File: src/rtl/sincronizador_vga.sv
`timescale 1ns/1ps
// VGA 640x480@60 timing: divides CLK by 2 into p_tick and runs h/v scan counters.
// Sync outputs are registered from the next-state counters, so they change on the same edge as pixel_X/pixel_Y.
module sincronizador_vga #(
    parameter int HD = 640,
    parameter int HF = 16,
    parameter int HR = 96,
    parameter int HB = 48,
    parameter int VD = 480,
    parameter int VF = 10,
    parameter int VR = 2,
    parameter int VB = 33
) (
    input  logic       CLK,
    input  logic       RESET,
    output logic       sincro_horiz,
    output logic       sincro_vert,
    output logic       p_tick,
    output logic [9:0] pixel_X,
    output logic [9:0] pixel_Y
);

    localparam logic [9:0] H_MAX        = 10'(HD + HF + HR + HB - 1);
    localparam logic [9:0] H_SYNC_START = 10'(HD + HF);
    localparam logic [9:0] H_SYNC_END   = 10'(HD + HF + HR - 1);
    localparam logic [9:0] V_MAX        = 10'(VD + VF + VR + VB - 1);
    localparam logic [9:0] V_SYNC_START = 10'(VD + VF);
    localparam logic [9:0] V_SYNC_END   = 10'(VD + VF + VR - 1);

    logic       mod2;
    logic [9:0] h_count;
    logic [9:0] v_count;
    logic       h_sync_reg;
    logic       v_sync_reg;

    logic [9:0] h_next;
    logic [9:0] v_next;
    logic       h_end;
    logic       v_end;
    logic       h_sync_next;
    logic       v_sync_next;

    always_comb begin
        h_end  = (h_count == H_MAX);
        v_end  = (v_count == V_MAX);
        h_next = h_count;
        v_next = v_count;
        if (mod2) begin
            h_next = h_end ? 10'd0 : h_count + 10'd1;
            if (h_end) begin
                v_next = v_end ? 10'd0 : v_count + 10'd1;
            end
        end
        // Decode from the next-state value so sync lines up with the coordinate edge
        h_sync_next = (h_next >= H_SYNC_START) && (h_next <= H_SYNC_END);
        v_sync_next = (v_next >= V_SYNC_START) && (v_next <= V_SYNC_END);
    end

    always_ff @(posedge CLK or negedge RESET) begin
        if (!RESET) begin
            mod2       <= 1'b0;
            h_count    <= 10'd0;
            v_count    <= 10'd0;
            h_sync_reg <= 1'b0;
            v_sync_reg <= 1'b0;
        end else begin
            mod2       <= ~mod2;
            h_count    <= h_next;
            v_count    <= v_next;
            h_sync_reg <= h_sync_next;
            v_sync_reg <= v_sync_next;
        end
    end

    assign p_tick       = mod2;
    assign pixel_X      = h_count;
    assign pixel_Y      = v_count;
    assign sincro_horiz = ~h_sync_reg;
    assign sincro_vert  = ~v_sync_reg;

endmodule

File: config.mk
export PLATFORM = sky130hd
export DESIGN_NAME = sincronizador_vga
export DESIGN_NICKNAME = d
export VERILOG_FILES = /design/src/rtl/sincronizador_vga.sv
export SDC_FILE = /design/constraint.sdc
export NUM_CORES = 1
export LEC_CHECK = 0
export CORE_MARGIN = 2
export CORE_UTILIZATION = 42
export DETAILED_ROUTE_END_ITERATION = 12
export HOLD_SLACK_MARGIN = 0.02
export PLACE_DENSITY = 0.71
export SETUP_SLACK_MARGIN = 0.2
export SLEW_MARGIN = 40
export SYNTH_ARGS = -nofsm -noshare
export SYNTH_HDL_FRONTEND = slang
export SYNTH_SLANG_ARGS = --single-unit
File: constraint.sdc
create_clock -name CLK -period 5.2 [get_ports CLK]
set_input_delay 0.52 -clock CLK [delete_from_list [all_inputs] [get_ports CLK]]
set_output_delay 0.52 -clock CLK [all_outputs]
set_load 0.03 [all_outputs]
== After elaboration in Yosys (flattened, before gate mapping) ==
Index checks and enable logic that the tools add are counted.

* Flip-flop bits (word level): 23
* Latch bits: 0
* Bits in writable memories: 0
* Bits in read-only memories: 0
* Input bits: 2
* Output and inout bits: 23
* Memories kept: 0

* $add $sub $neg: 2
* Multiply operators: 0
* Divide/modulo/power cells: 0
* Magnitude comparators: 4
* Equality and inequality tests: 2
* Shift operators: 0
* Muxes and demuxes: 5
* Bitwise logic cells: 3
* Reduce and logical (&&, ||, !) cells: 2

{| class="wikitable"
|+ Operators by type and width
! kind !! number
|-
| 10-bit 2-to-1 mux || 5
|-
| 10-bit by 1-bit adder with 10-bit output, second input constant || 2
|-
| 10-bit == test, second input constant || 2
|-
| 10-bit greater-or-equal comparator, second input constant || 1
|-
| 10-bit by 9-bit greater-or-equal comparator with 1-bit output, second input constant || 1
|-
| 10-bit <= comparator, second input constant || 1
|-
| 10-bit by 9-bit <= comparator with 1-bit output, second input constant || 1
|-
| 1-bit inverter || 3
|-
| 1-bit logical AND || 2
|}

== Logic depth before layout (Yosys ltp) ==
* Depth after elaboration: 6
* Gate-level depth with buffers: 8
* Depth with buffers taken out: 7

== Worst setup path before layout ==
No wires, ideal clock.

* Path type: register -> register
* From: register h_count[0], in the netlist pixel_X[0]
* To: register v_sync_reg
* Setup time: 0.068 ns
* Arrival time: 2.132 ns
* Required time: 5.132 ns
* Path slack: 3.001 ns
* Stages on the path, launching flop included: 9
* Path buffers: 2
* Period minus slack after synthesis: 2.199 ns
* Cells stage by stage: dfrtp_1 ha_1 and4_1 buf_4 and4_2 buf_2 a211o_1 a221oi_2 and4b_1

* Longest elaborated chain between the ends: 5
* Elaborated cells between the ends (all ways): 6

{| class="wikitable"
|+ Ends and longest elaborated chain
! element !! line !! RTL
|-
| start: declaration || 31 || <nowiki>logic [9:0] h_count;</nowiki>
|-
| start signal: assignment || 68 || <nowiki>h_count <= h_next;</nowiki>
|-
| 10-bit == test (*) || 44 || <nowiki>h_end = (h_count == H_MAX);</nowiki>
|-
| 10-bit 2-to-1 mux (*) || 50 || <nowiki>if (h_end) begin</nowiki>
|-
| 10-bit 2-to-1 mux (*) || 48 || <nowiki>if (mod2) begin</nowiki>
|-
| 10-bit by 9-bit greater-or-equal comparator with 1-bit output / 10-bit by 9-bit <= comparator with 1-bit output (equally long branches) || 56 || <nowiki>v_sync_next = (v_next >= V_SYNC_START) && (v_next <= V_SYNC_END);</nowiki>
|-
| 1-bit logical AND (*) || 56 ||
|-
| named net v_sync_next || 41 || <nowiki>logic v_sync_next;</nowiki>
|-
| end signal: assignment || 71 || <nowiki>v_sync_reg <= v_sync_next;</nowiki>
|-
| end: declaration || 34 || <nowiki>logic v_sync_reg;</nowiki>
|}

The timed path passes the listed nets; every way through them passes the cells marked *.

== Final worst setup path ==
* From: register h_count[1], in the netlist pixel_X[1]
* To: register v_sync_reg

The elaborated chain is that of the path after synthesis.

==> flow_summary.json <==
{
  "status": "finished clean",
  "ys_seq_elements": 23,
  "finalHoldViolCount": 0,
  "yosysSeqAreaShare_pct": 44.7,
  "p_sw_w": 0.0000609,
  "synthArstFlopShare_pct": 100,
  "drive_gt1_share_pct": 7.01,
  "cap_violations": 0,
  "rows": 20,
  "setup_viol": 0,
  "intPower_w": 0.000208,
  "post_cts_buffers": 0,
  "ys.warnings.count": 0,
  "setup_tns_ns": 0,
  "io_buffers": 24,
  "core_area_mm2": 0.00298,
  "power_frac_clock_pct": 32.3,
  "dpl-instance-area_mm2": 0.00153,
  "worstSkewPairLatency_ns": 0.31,
  "via_per_inst": 5.70,
  "syn2layout_area_growth_pct": 21.0,
  "period_needed_ns": 2.32,
  "synth_area_mm2": 0.00129,
  "synth_commonest_cells": "23 x dfrtp_1, 15 x nand2_1, 12 x inv_1, 9 x o21ai_0, 7 x nand3_1",
  "timing.rr.end": "v_sync_reg",
  "n_antenna_cell": 0,
  "r2r_cells": 6,
  "hpwlAfterDp_mm": 2.03,
  "cts_root_buf": "clkbuf_4",
  "wl_mm": 2.71,
  "wl_per_cell_um": 14.3,
  "required_ns": 5.46,
  "ff_latch_area_um2": 576,
  "nNetsFinal": 163,
  "period_share_pct": 44.6,
  "path_class": "register to register",
  "reg2reg_from": "pixel_X[1]",
  "fin_util_pct": 52.3,
  "critPathLaunchType": "register",
  "reg2reg_slack_ns": 2.88,
  "worst_hold_path_type": "input port to asynchronous set/reset pin",
  "firstDrtPassIters": 4,
  "grt_pass1_vias": 998,
  "synth_cell_types": 39,
  "cp-startpoint": "pixel_X[1]",
  "grt_overflow_total": 0,
  "clk_path_buf_depth": 2,
  "swShare_pct": 22.6,
  "max-vdd-ir-drop_mv": 0.126,
  "dieHeight_um": 59.4,
  "cts_buffers": 3,
  "multiInputGateArea_um2": 631,
  "place_congestion": 0.874,
  "skew_ns": 0.00190,
  "grt_pass1_wl_mm": 4.54,
  "synthTopCellsByArea": "dfrtp_1 45%, nand2_1 4.4%, o21ai_0 3.5%",
  "p_per_area_mw_per_mm2": 173,
  "seq_power_share_pct": 66.4,
  "fin_area_mm2": 0.00156,
  "numClockSinks": 23,
  "yosysTopAreaCell": "dfrtp_1",
  "die_w_um": 59.4,
  "track_usage_pct": 17.1,
  "drt_first_iter_violations": 42,
  "n_fill_cell": 273,
  "synth_cells": 136,
  "synth_most_common_cell": "dfrtp_1",
  "max_freq_ghz": 0.431,
  "crit_path_end_kind": "register",
  "worstMarginPinSlew_ns": 0.497,
  "cp.arrival_ns": 2.58,
  "clk_pin_slew_worst_paths_ns": 0.13,
  "yosys_most_used_dff": "dfrtp_1",
  "synth_top_cell_area_share_pct": 44.7,
  "vias": 1083,
  "rsz0062_at_grt": "no",
  "postCtsHoldBufs": 0,
  "cts_tree": "yes",
  "drv_slew": 0,
  "dieArea_mm2": 0.00352,
  "leakagePower_nw": 0.634,
  "power_frac_comb_pct": 1.3,
  "synth_edf_count": 0,
  "syn_nets": 141,
  "slew_headroom_pct": 66.9,
  "antenna_left": 0,
  "grt_max_degree": 24,
  "crit_fanout": 11,
  "antenna_found_initial": 0,
  "synth_area_per_cell_um2": 9.47,
  "cp-endpoint": "v_sync_reg",
  "ctsResizeCount": 0,
  "start_util_pct": 43.2,
  "drcViolationCount": 0,
  "io_pins": 25,
  "cts-htree-levels": 1
}
metal layers:
metal | wire [um] | up-vias | global-route usage (%)
met1 | 1350 | 520 | 25.2
met2 | 1220 | 26 | 25.0
li1 | - | 535 | -
met5 | 0 | - | 0
met3 | 111 | 2 | 2.40
met4 | 19 | 0 | 7.14
metrics by stage:
stage          hold WS, ns  cells  total power (W)  setup WS (ns)
4_1_cts              0.160    190         0.000273           2.86
6_report             0.144    190         0.000269           2.88
2_1_floorplan        0.224    136         0.000182           3.00
5_1_grt              0.176    190         0.000282           2.68
3_3_place_gp         0.520    186         0.000186           2.98
3_5_place_dp         0.523    186         0.000186           2.92
worst max-delay path, stage by stage, from the launching register on:
cell	delay [ns]
dfrtp_1	0.42
ha_1	0.19
and4_1	0.31
nand4_1	0.36
or4_1	0.54
a211oi_1	0.23
and4b_1	0.21
worst min-delay path by stage:
stage,start,to,slack [ns],cells past startpoint
2_1_floorplan,RESET,h_sync_reg,0.22,0
3_3_place_gp,pixel_X[7],pixel_X[7],0.52,1
3_5_place_dp,RESET,pixel_X[7],0.52,1
4_1_cts,RESET,pixel_X[7],0.16,1
5_1_grt,RESET,pixel_X[7],0.18,1
6_report,RESET,pixel_X[9],0.14,1
power groups by stage:
stage               logic (W)  clock network (W)  registers (W)
5_1_grt            0.00000449          0.0000985       0.000179
2_1_floorplan  0.000000000251                  0       0.000182
6_report           0.00000350          0.0000870       0.000179
4_1_cts            0.00000393          0.0000898       0.000179
3_3_place_gp       0.00000423                  0       0.000182
3_5_place_dp       0.00000393                  0       0.000182
layout make-up:
type,instances,share of cell area (%)
clock buffer,3,1.45
tap,33,2.65
multi-input combinational,94,40.5
clock inverter,1,0.482
timing repair buffer,24,15.1
sequential,23,36.9
inverter,12,2.89
layout by cell type, fill, tap and decap left out, types with 2 or more instances in the layout:
cell type / Yosys / layout
o21ai_0: 9 / 9
nor3_1: 5 / 5
nor2_1: 6 / 6
and3_1: 2 / 2
a41oi_1: 2 / 2
or4_1: 4 / 4
nor2b_1: 2 / 2
nand3_1: 7 / 7
a31oi_1: 2 / 2
o31ai_1: 3 / 3
clkdlybuf4s50_1: 0 / 23
clkbuf_4: 0 / 3
nand2_1: 15 / 15
and4_1: 2 / 2
nor4_1: 3 / 3
ha_1: 3 / 3
xor2_1: 4 / 4
a21oi_1: 2 / 2
inv_1: 12 / 12
nand4_1: 3 / 3
dfrtp_1: 23 / 23
xnor2_1: 4 / 4
cell families after synthesis:
group                      share of synthesized area [%]
buffers and inverters                               6.32
and+or+nand+nor                                     27.1
xor gates and xnor gates                            5.44
adders and majority gates                           2.92
muxes                                              0.777
DFF                                                 44.7
AOI/OAI and AO/OA                                   12.7
Power figures use the tool's default switching activity.
